### config.mk
export PLATFORM = sky130hd
export DESIGN_NAME = axis_sched_in_arb
export DESIGN_NICKNAME = d
export VERILOG_FILES = /design/src/rtl/axis_sched_in_arb.sv
export SDC_FILE = /design/constraint.sdc
export NUM_CORES = 1
export LEC_CHECK = 0
export BUFFER_PORTS_ARGS = -buffer_cell sky130_fd_sc_hd__buf_2
export CAP_MARGIN = 20
export CORE_MARGIN = 1
export CORE_UTILIZATION = 35
export CTS_BUF_LIST = sky130_fd_sc_hd__clkbuf_16
export DETAILED_ROUTE_END_ITERATION = 8
export PLACE_DENSITY = 0.58
export SYNTH_ARGS = -nofsm -noshare
export SYNTH_HDL_FRONTEND = slang
export SYNTH_SLANG_ARGS = --single-unit
### constraint.sdc
create_clock -name clk -period 2.56 [get_ports clk]
set_input_delay 0.384 -clock clk [delete_from_list [all_inputs] [get_ports clk]]
set_output_delay 0.384 -clock clk [all_outputs]
set_load 0.02 [all_outputs]
### src/rtl/axis_sched_in_arb.sv
// -----------------------------------------------------------------------------
// axis_sched_in_arb
//
// N:1 AXI-Stream funnel in front of the scheduler input queue. A slave that
// wins arbitration keeps the grant until its tlast beat has been accepted,
// so packets are never interleaved. The winner is picked round-robin
// (starting at the slave after the last one served). Beats go through a
// 2-entry skid buffer so every master-side output comes straight from a flop,
// and each beat carries the index of the slave it came from on m_src.
//
// Build option:
//   AXIS_SCHED_IN_ARB_PRIO_EN  defined   -> fixed priority, lowest valid index
//                                           wins; no round-robin pointer.
//                              undefined -> round-robin (default).
//
// Parameters:
//   NSLAVES    number of slave inputs (1..16)
//   DATA_WIDTH tdata width
//   ID_WIDTH   tid width (>= 1)
//   SRC_WIDTH  derived width of m_src, max(1, $clog2(NSLAVES))
//
// Ports:
//   clk, rstn         clock, asynchronous active-low reset
//   s_valid/s_ready   per-slave handshake, one bit per slave
//   s_data, s_id      packed slave buses, slave k at [k*W +: W]
//   s_last            per-slave tlast
//   m_valid/m_ready   master handshake
//   m_data/m_id/m_last master beat
//   m_src             slave index that produced the current master beat
// -----------------------------------------------------------------------------
module axis_sched_in_arb #(
  parameter  int NSLAVES    = 2,
  parameter  int DATA_WIDTH = 64,
  parameter  int ID_WIDTH   = 8,
  localparam int SRC_WIDTH  = (NSLAVES > 1) ? $clog2(NSLAVES) : 1
) (
  input  logic                          clk,
  input  logic                          rstn,
  input  logic [NSLAVES-1:0]            s_valid,
  output logic [NSLAVES-1:0]            s_ready,
  input  logic [NSLAVES*DATA_WIDTH-1:0] s_data,
  input  logic [NSLAVES*ID_WIDTH-1:0]   s_id,
  input  logic [NSLAVES-1:0]            s_last,
  output logic                          m_valid,
  input  logic                          m_ready,
  output logic [DATA_WIDTH-1:0]         m_data,
  output logic [ID_WIDTH-1:0]           m_id,
  output logic                          m_last,
  output logic [SRC_WIDTH-1:0]          m_src
);

  typedef enum logic {
    ST_IDLE   = 1'b0,
    ST_LOCKED = 1'b1
  } state_t;

  typedef struct packed {
    logic [DATA_WIDTH-1:0] data;
    logic [ID_WIDTH-1:0]   id;
    logic                  last;
    logic [SRC_WIDTH-1:0]  src;
  } beat_t;

  state_t               r_state;
  state_t               w_state_nxt;
  logic [SRC_WIDTH-1:0] r_grant;
  logic [SRC_WIDTH-1:0] w_grant_nxt;
  logic [SRC_WIDTH-1:0] w_pick;
  logic                 w_found;
  logic                 w_sel_valid;
  beat_t                w_in;
  logic                 w_push;
  logic                 w_pop;
  logic                 w_full;
  beat_t                r_buf0;     // head entry, drives m_*
  beat_t                r_buf1;     // second entry, only used under stall
  logic [1:0]           r_count;

`ifndef AXIS_SCHED_IN_ARB_PRIO_EN
  logic [SRC_WIDTH-1:0] r_rr_ptr;
  logic [SRC_WIDTH-1:0] w_rr_nxt;
`endif

  // ---------------------------------------------------------------------------
  // Arbiter. Round-robin is done as two constant-index scans: first the
  // slaves at or above the pointer, then (if nobody was found) from slave 0,
  // which gives the wrap-around without any modulo arithmetic.
  // ---------------------------------------------------------------------------
  // NOTE: every signal written in an always_comb gets a default on the first
  // lines of the block; a path that leaves it unassigned would infer a latch.
  always_comb begin
    w_pick  = '0;
    w_found = 1'b0;
`ifndef AXIS_SCHED_IN_ARB_PRIO_EN
    for (int i = 0; i < NSLAVES; i++) begin
      if (!w_found && s_valid[i] && (SRC_WIDTH'(i) >= r_rr_ptr)) begin
        w_pick  = SRC_WIDTH'(i);
        w_found = 1'b1;
      end
    end
`endif
    for (int i = 0; i < NSLAVES; i++) begin
      if (!w_found && s_valid[i]) begin
        w_pick  = SRC_WIDTH'(i);
        w_found = 1'b1;
      end
    end
  end

  // Granted-slave mux; the source index rides along with the beat.
  always_comb begin
    w_in        = '0;
    w_sel_valid = 1'b0;
    for (int i = 0; i < NSLAVES; i++) begin
      if (r_grant == SRC_WIDTH'(i)) begin
        w_sel_valid = s_valid[i];
        w_in.data   = s_data[i*DATA_WIDTH +: DATA_WIDTH];
        w_in.id     = s_id[i*ID_WIDTH +: ID_WIDTH];
        w_in.last   = s_last[i];
      end
    end
    w_in.src = r_grant;
  end

  assign w_full = (r_count == 2'd2);
  assign w_push = (r_state == ST_LOCKED) && w_sel_valid && !w_full;
  assign w_pop  = m_valid && m_ready;

  // Only the locked slave sees ready, and only while the buffer has room.
  always_comb begin
    s_ready = '0;
    if ((r_state == ST_LOCKED) && !w_full) begin
      for (int i = 0; i < NSLAVES; i++) begin
        if (r_grant == SRC_WIDTH'(i)) s_ready[i] = 1'b1;
      end
    end
  end

  // ---------------------------------------------------------------------------
  // Packet lock FSM
  // ---------------------------------------------------------------------------
  always_comb begin
    w_state_nxt = r_state;
    w_grant_nxt = r_grant;
`ifndef AXIS_SCHED_IN_ARB_PRIO_EN
    w_rr_nxt    = r_rr_ptr;
`endif
    case (r_state)
      ST_IDLE: begin
        if (|s_valid) begin
          w_state_nxt = ST_LOCKED;
          w_grant_nxt = w_pick;
        end
      end
      ST_LOCKED: begin
        if (w_push && w_in.last) begin
          w_state_nxt = ST_IDLE;
`ifndef AXIS_SCHED_IN_ARB_PRIO_EN
          w_rr_nxt    = (r_grant == SRC_WIDTH'(NSLAVES - 1)) ? '0 : r_grant + 1'b1;
`endif
        end
      end
      default: w_state_nxt = ST_IDLE;
    endcase
  end

  // NOTE: state is updated with non-blocking assignments so every flop
  // samples the pre-edge values, independent of statement order.
  always_ff @(posedge clk or negedge rstn) begin
    if (!rstn) begin
      r_state  <= ST_IDLE;
      r_grant  <= '0;
`ifndef AXIS_SCHED_IN_ARB_PRIO_EN
      r_rr_ptr <= '0;
`endif
    end else begin
      r_state  <= w_state_nxt;
      r_grant  <= w_grant_nxt;
`ifndef AXIS_SCHED_IN_ARB_PRIO_EN
      r_rr_ptr <= w_rr_nxt;
`endif
    end
  end

  // ---------------------------------------------------------------------------
  // 2-entry skid buffer, head always in r_buf0. Push+pop with one entry held
  // replaces the head in place; push+pop while full cannot happen because
  // s_ready is low then.
  // ---------------------------------------------------------------------------
  // NOTE: the storage entries are reset as well because they drive m_* directly
  // and those outputs must read zero out of reset.
  always_ff @(posedge clk or negedge rstn) begin
    if (!rstn) begin
      r_buf0  <= '0;
      r_buf1  <= '0;
      r_count <= 2'd0;
    end else begin
      case ({w_push, w_pop})
        2'b10: begin
          if (r_count == 2'd0) r_buf0 <= w_in;
          else                 r_buf1 <= w_in;
          r_count <= r_count + 2'd1;
        end
        2'b01: begin
          r_buf0  <= r_buf1;
          r_count <= r_count - 2'd1;
        end
        2'b11: r_buf0 <= w_in;
        default: ;
      endcase
    end
  end

  assign m_valid = (r_count != 2'd0);
  assign m_data  = r_buf0.data;
  assign m_id    = r_buf0.id;
  assign m_last  = r_buf0.last;
  assign m_src   = r_buf0.src;

endmodule

==> summary.txt <==
Clocking
  – Clock Sink Count: 153
  – Postcts setup bufs: 0
  – Clock buffer depth: 2
  – CTS root buffer: clkbuf_16
  – Num CTS Buffers: 17
  – H-tree Lvls: 4
  – CTS tree: built
  – Clock latency on the worst-skew pair: roughly 0.42 ns
  – Clock-pin slew on the worst setup and hold paths: ~0.060 ns

Route
  – Antenna viol nets, final: 0
  – Drt total wl: approximately 16 mm
  – Vias: between 5k and 6k
  – Initial DRC count: between 150 and 200
  – Post-route DRC violation count: 0
  – DR pass1 iterations: 4
  – Vias per cell: roughly 4.5
  – WL/cell: approximately 14 µm

Cells and area
  – Synthesis-to-finish area growth: 27.3%
  – Non-Filler Instances: 1,160
  – Multi-input logic area: approximately 0.0034 mm²
  – Post-layout util: 46.1%
  – Layout cells sized above 1: 41.7%
  – N_diodes: 0
  – NumNets Final: 1,025
  – Fill count: 2,006
  – Final Cell Area: 0.00981 mm²
  – Reg area: 0.00383 mm²

Hold path
  – Launch point of the worst hold path: s_valid[0]
  – Hold endpoint: r_grant
  – Worst hold path class: in2reg
  – Worst hold path depth: 2

Logic synthesis
  – Seq/Total Area, Yosys: between 40% and 50%
  – Yosys Warn Count: 0
  – Flops & latches, synth: 153
  – Synth cell types: 26
  – Mapped Avg Cell Area: ~12 µm²
  – Cell Area, Synth: between 0.007 and 0.008 mm²
  – Syn Inst Count: 653
  – Syn Nets: about 810

Run status
  – Status: finished clean

Critical path
  – WP data required: around 2.9 ns
  – WS Path Type: reg2reg
  – Reg2reg start: r_grant
  – Reg2Reg Depth: 6
  – R2r endpoint: m_data[42]
  – Setup crit start kind: register
  – Worst Path Max Fanout: 17
  – CP Capture Type: register
  – R2R Setup Slk: 0.33 ns
  – WP data arrival: about 2.5 ns

Placement
  – Port-buffer cells: about 230
  – Final GP Congestion: a little over 0.7
  – Post-DP HPWL: between 10 and 15 mm
  – Placed inst area: roughly 0.009 mm²
  – Cell Count Post-Placement: about 1.1k
  – Pre-CTS setup slack: approximately 0.31 ns

Power and ir drop
  – Peak VDD IR: between 500 and 600 µV
  – Power Density: about 1400 mW/mm²
  – Comb pwr share: approximately half
  – Switch share: between 30% and 40%
  – Psw: between 5 and 6 mW
  – P_int: 8.26 mW
  – Part of the power in the clock network: a little under a fifth
  – Part of the power in registers: 32.2%
  – Leak pwr: ~5.1 nW
  – Tot Pwr: around 13 mW

Timing
  – Min Tclk post-route: about 2.2 ns
  – Achievable Freq: 0.448 GHz
  – Period utilisation layout: between 80 and 90%
  – Pins Over Slew Limit: 0
  – Slew HR: between 40% and 50%
  – TNS Setup: 0 ns
  – Setup ws final: roughly 0.33 ns
  – Worst Tran Pin Value: approximately 0.8 ns
  – Fin Hold WS: 0.198 ns
  – Unrepaired setup endpoints after global routing: false
  – Final hold violations: 0
  – Worst Skew: 0.00805 ns
  – Finish-stage setup viols: 0

GRT
  – Initial antenna violation count: 0
  – Global-route wire length before repair: 25.9 mm
  – Total track usage: 15.0%
  – Vias in the first global route: a little under 5k
  – Global route total overflow: 0
  – Largest net degree at the start of global routing: 81

Floorplanning
  – # rows: 53
  – Die Span Y: between 150 and 200 µm
  – Die Area: 0.0226 mm²
  – I/O pins: 228
  – Initial core utilization: 36.2%
  – Die X-Extent: around 150 µm
  – Core Box Area: around 0.021 mm²

Run
  – Max_cap viols: 0
-- per-layer routing --
layer,GRT usage [%],vias up,part of all wire (%),wire [µm]
li1,-,2633,-,-
met1,21.7,2408,51,8300
met2,21.9,155,43,6960
met3,3.85,9,5.6,917
met4,4.24,0,0.81,132
met5,0,-,0,0
-- worst max-delay path, cell delays in order (launching register included) --
cell	delay (ns)
dfrtp_4	0.50
mux2_4	0.32
nand3_1	0.20
ha_4	0.34
buf_4	0.35
mux2i_1	0.12
mux2_4	0.26
-- placed cells by master (no fill, tap or decap), types with 2 or more instances in the layout --
cell / netlist / final
dfrtp_1: 153 / 152
o21ai_0: 67 / 67
inv_1: 72 / 72
clkinv_4: 0 / 4
clkbuf_16: 0 / 17
inv_6: 0 / 8
mux2_4: 61 / 61
buf_12: 0 / 10
mux2_2: 32 / 32
nand2_1: 71 / 71
nor2_1: 4 / 4
xnor2_1: 2 / 2
a21oi_1: 2 / 2
buf_2: 11 / 226
buf_4: 1 / 3
mux2i_1: 136 / 136
-- repair_timing --
action,in CTS,in global routing
hold endpoints to repair,24,0
hold buffers,1,0
gates resized for setup,0,0
endpoints found under the setup margin,0,0
-- flip-flops by register name, indices dropped and copies added (netlist names) --
signal    cells
r_buf1       74
m_data       64
m_id          8
r_count       2
m_last        1
m_src         1
r_grant       1
r_rr_ptr      1
r_state       1
-- area by class of cell --
type	instances	share of cell area, %
repair buffers	241	14.0
flip-flops and latches	153	39.0
well taps	275	3.51
clock inverters	15	1.57
multi-input cells	387	34.8
inverters	72	2.75
clock buffers	17	4.33
-- synthesized netlist by cell type --
cell | n | share of area, %
dfrtp_1 | 153 | 50
mux2i_1 | 136 | 18
inv_1 | 72 | 3.5
nand2_1 | 71 | 3.5
o21ai_0 | 67 | 4.3
mux2_4 | 61 | 12
mux2_2 | 32 | 4.7
clkbuf_1 | 20 | 0.97
buf_2 | 11 | 0.71
buf_6 | 8 | 1.2
nor2_1 | 4 | 0.19
a21oi_1 | 2 | 0.13
ha_1 | 2 | 0.32
xnor2_1 | 2 | 0.23
a31o_1 | 1 | 0.11
a31oi_1 | 1 | 0.081
a41o_1 | 1 | 0.13
and3_1 | 1 | 0.081
buf_1 | 1 | 0.049
buf_4 | 1 | 0.097
nand2b_1 | 1 | 0.081
nand3_1 | 1 | 0.065
o21a_1 | 1 | 0.097
o21ai_1 | 1 | 0.065
o32a_1 | 1 | 0.13
xor2_1 | 1 | 0.11
-- kinds of logic after synthesis --
| kind of cell | synth area share [%] |
|---|---|
| and+or+nand+nor | 3.88 |
| AOI/OAI and AO/OA | 5.09 |
| DFF | 49.7 |
| buffers and inverters | 6.51 |
| muxes | 34.2 |
| adders and majority gates | 0.324 |
| xor gates and xnor gates | 0.341 |
-- power groups by stage --
stage	sequential [mW]	combinational [mW]	clock (mW)
floorplan	4.95	4.29	0
global placement	4.34	6.63	0
detailed placement	4.35	6.73	0
CTS	4.33	6.73	2.57
global route	4.48	7.25	2.68
finish	4.32	6.59	2.49
-- how the worst max path moves through the flow --
stage                     startpoint    endpoint  depth (start not counted)
after detailed placement     r_grant  m_data[46]                          6
after floorplan              r_grant  r_buf1[70]                          9
after CTS                    r_grant  m_data[41]                          6
after global routing         r_grant  m_data[47]                          6
final                        r_grant  m_data[42]                          6
after global placement       r_grant  m_data[45]                          6
No activity file was read; power rests on OpenSTA's default activity.
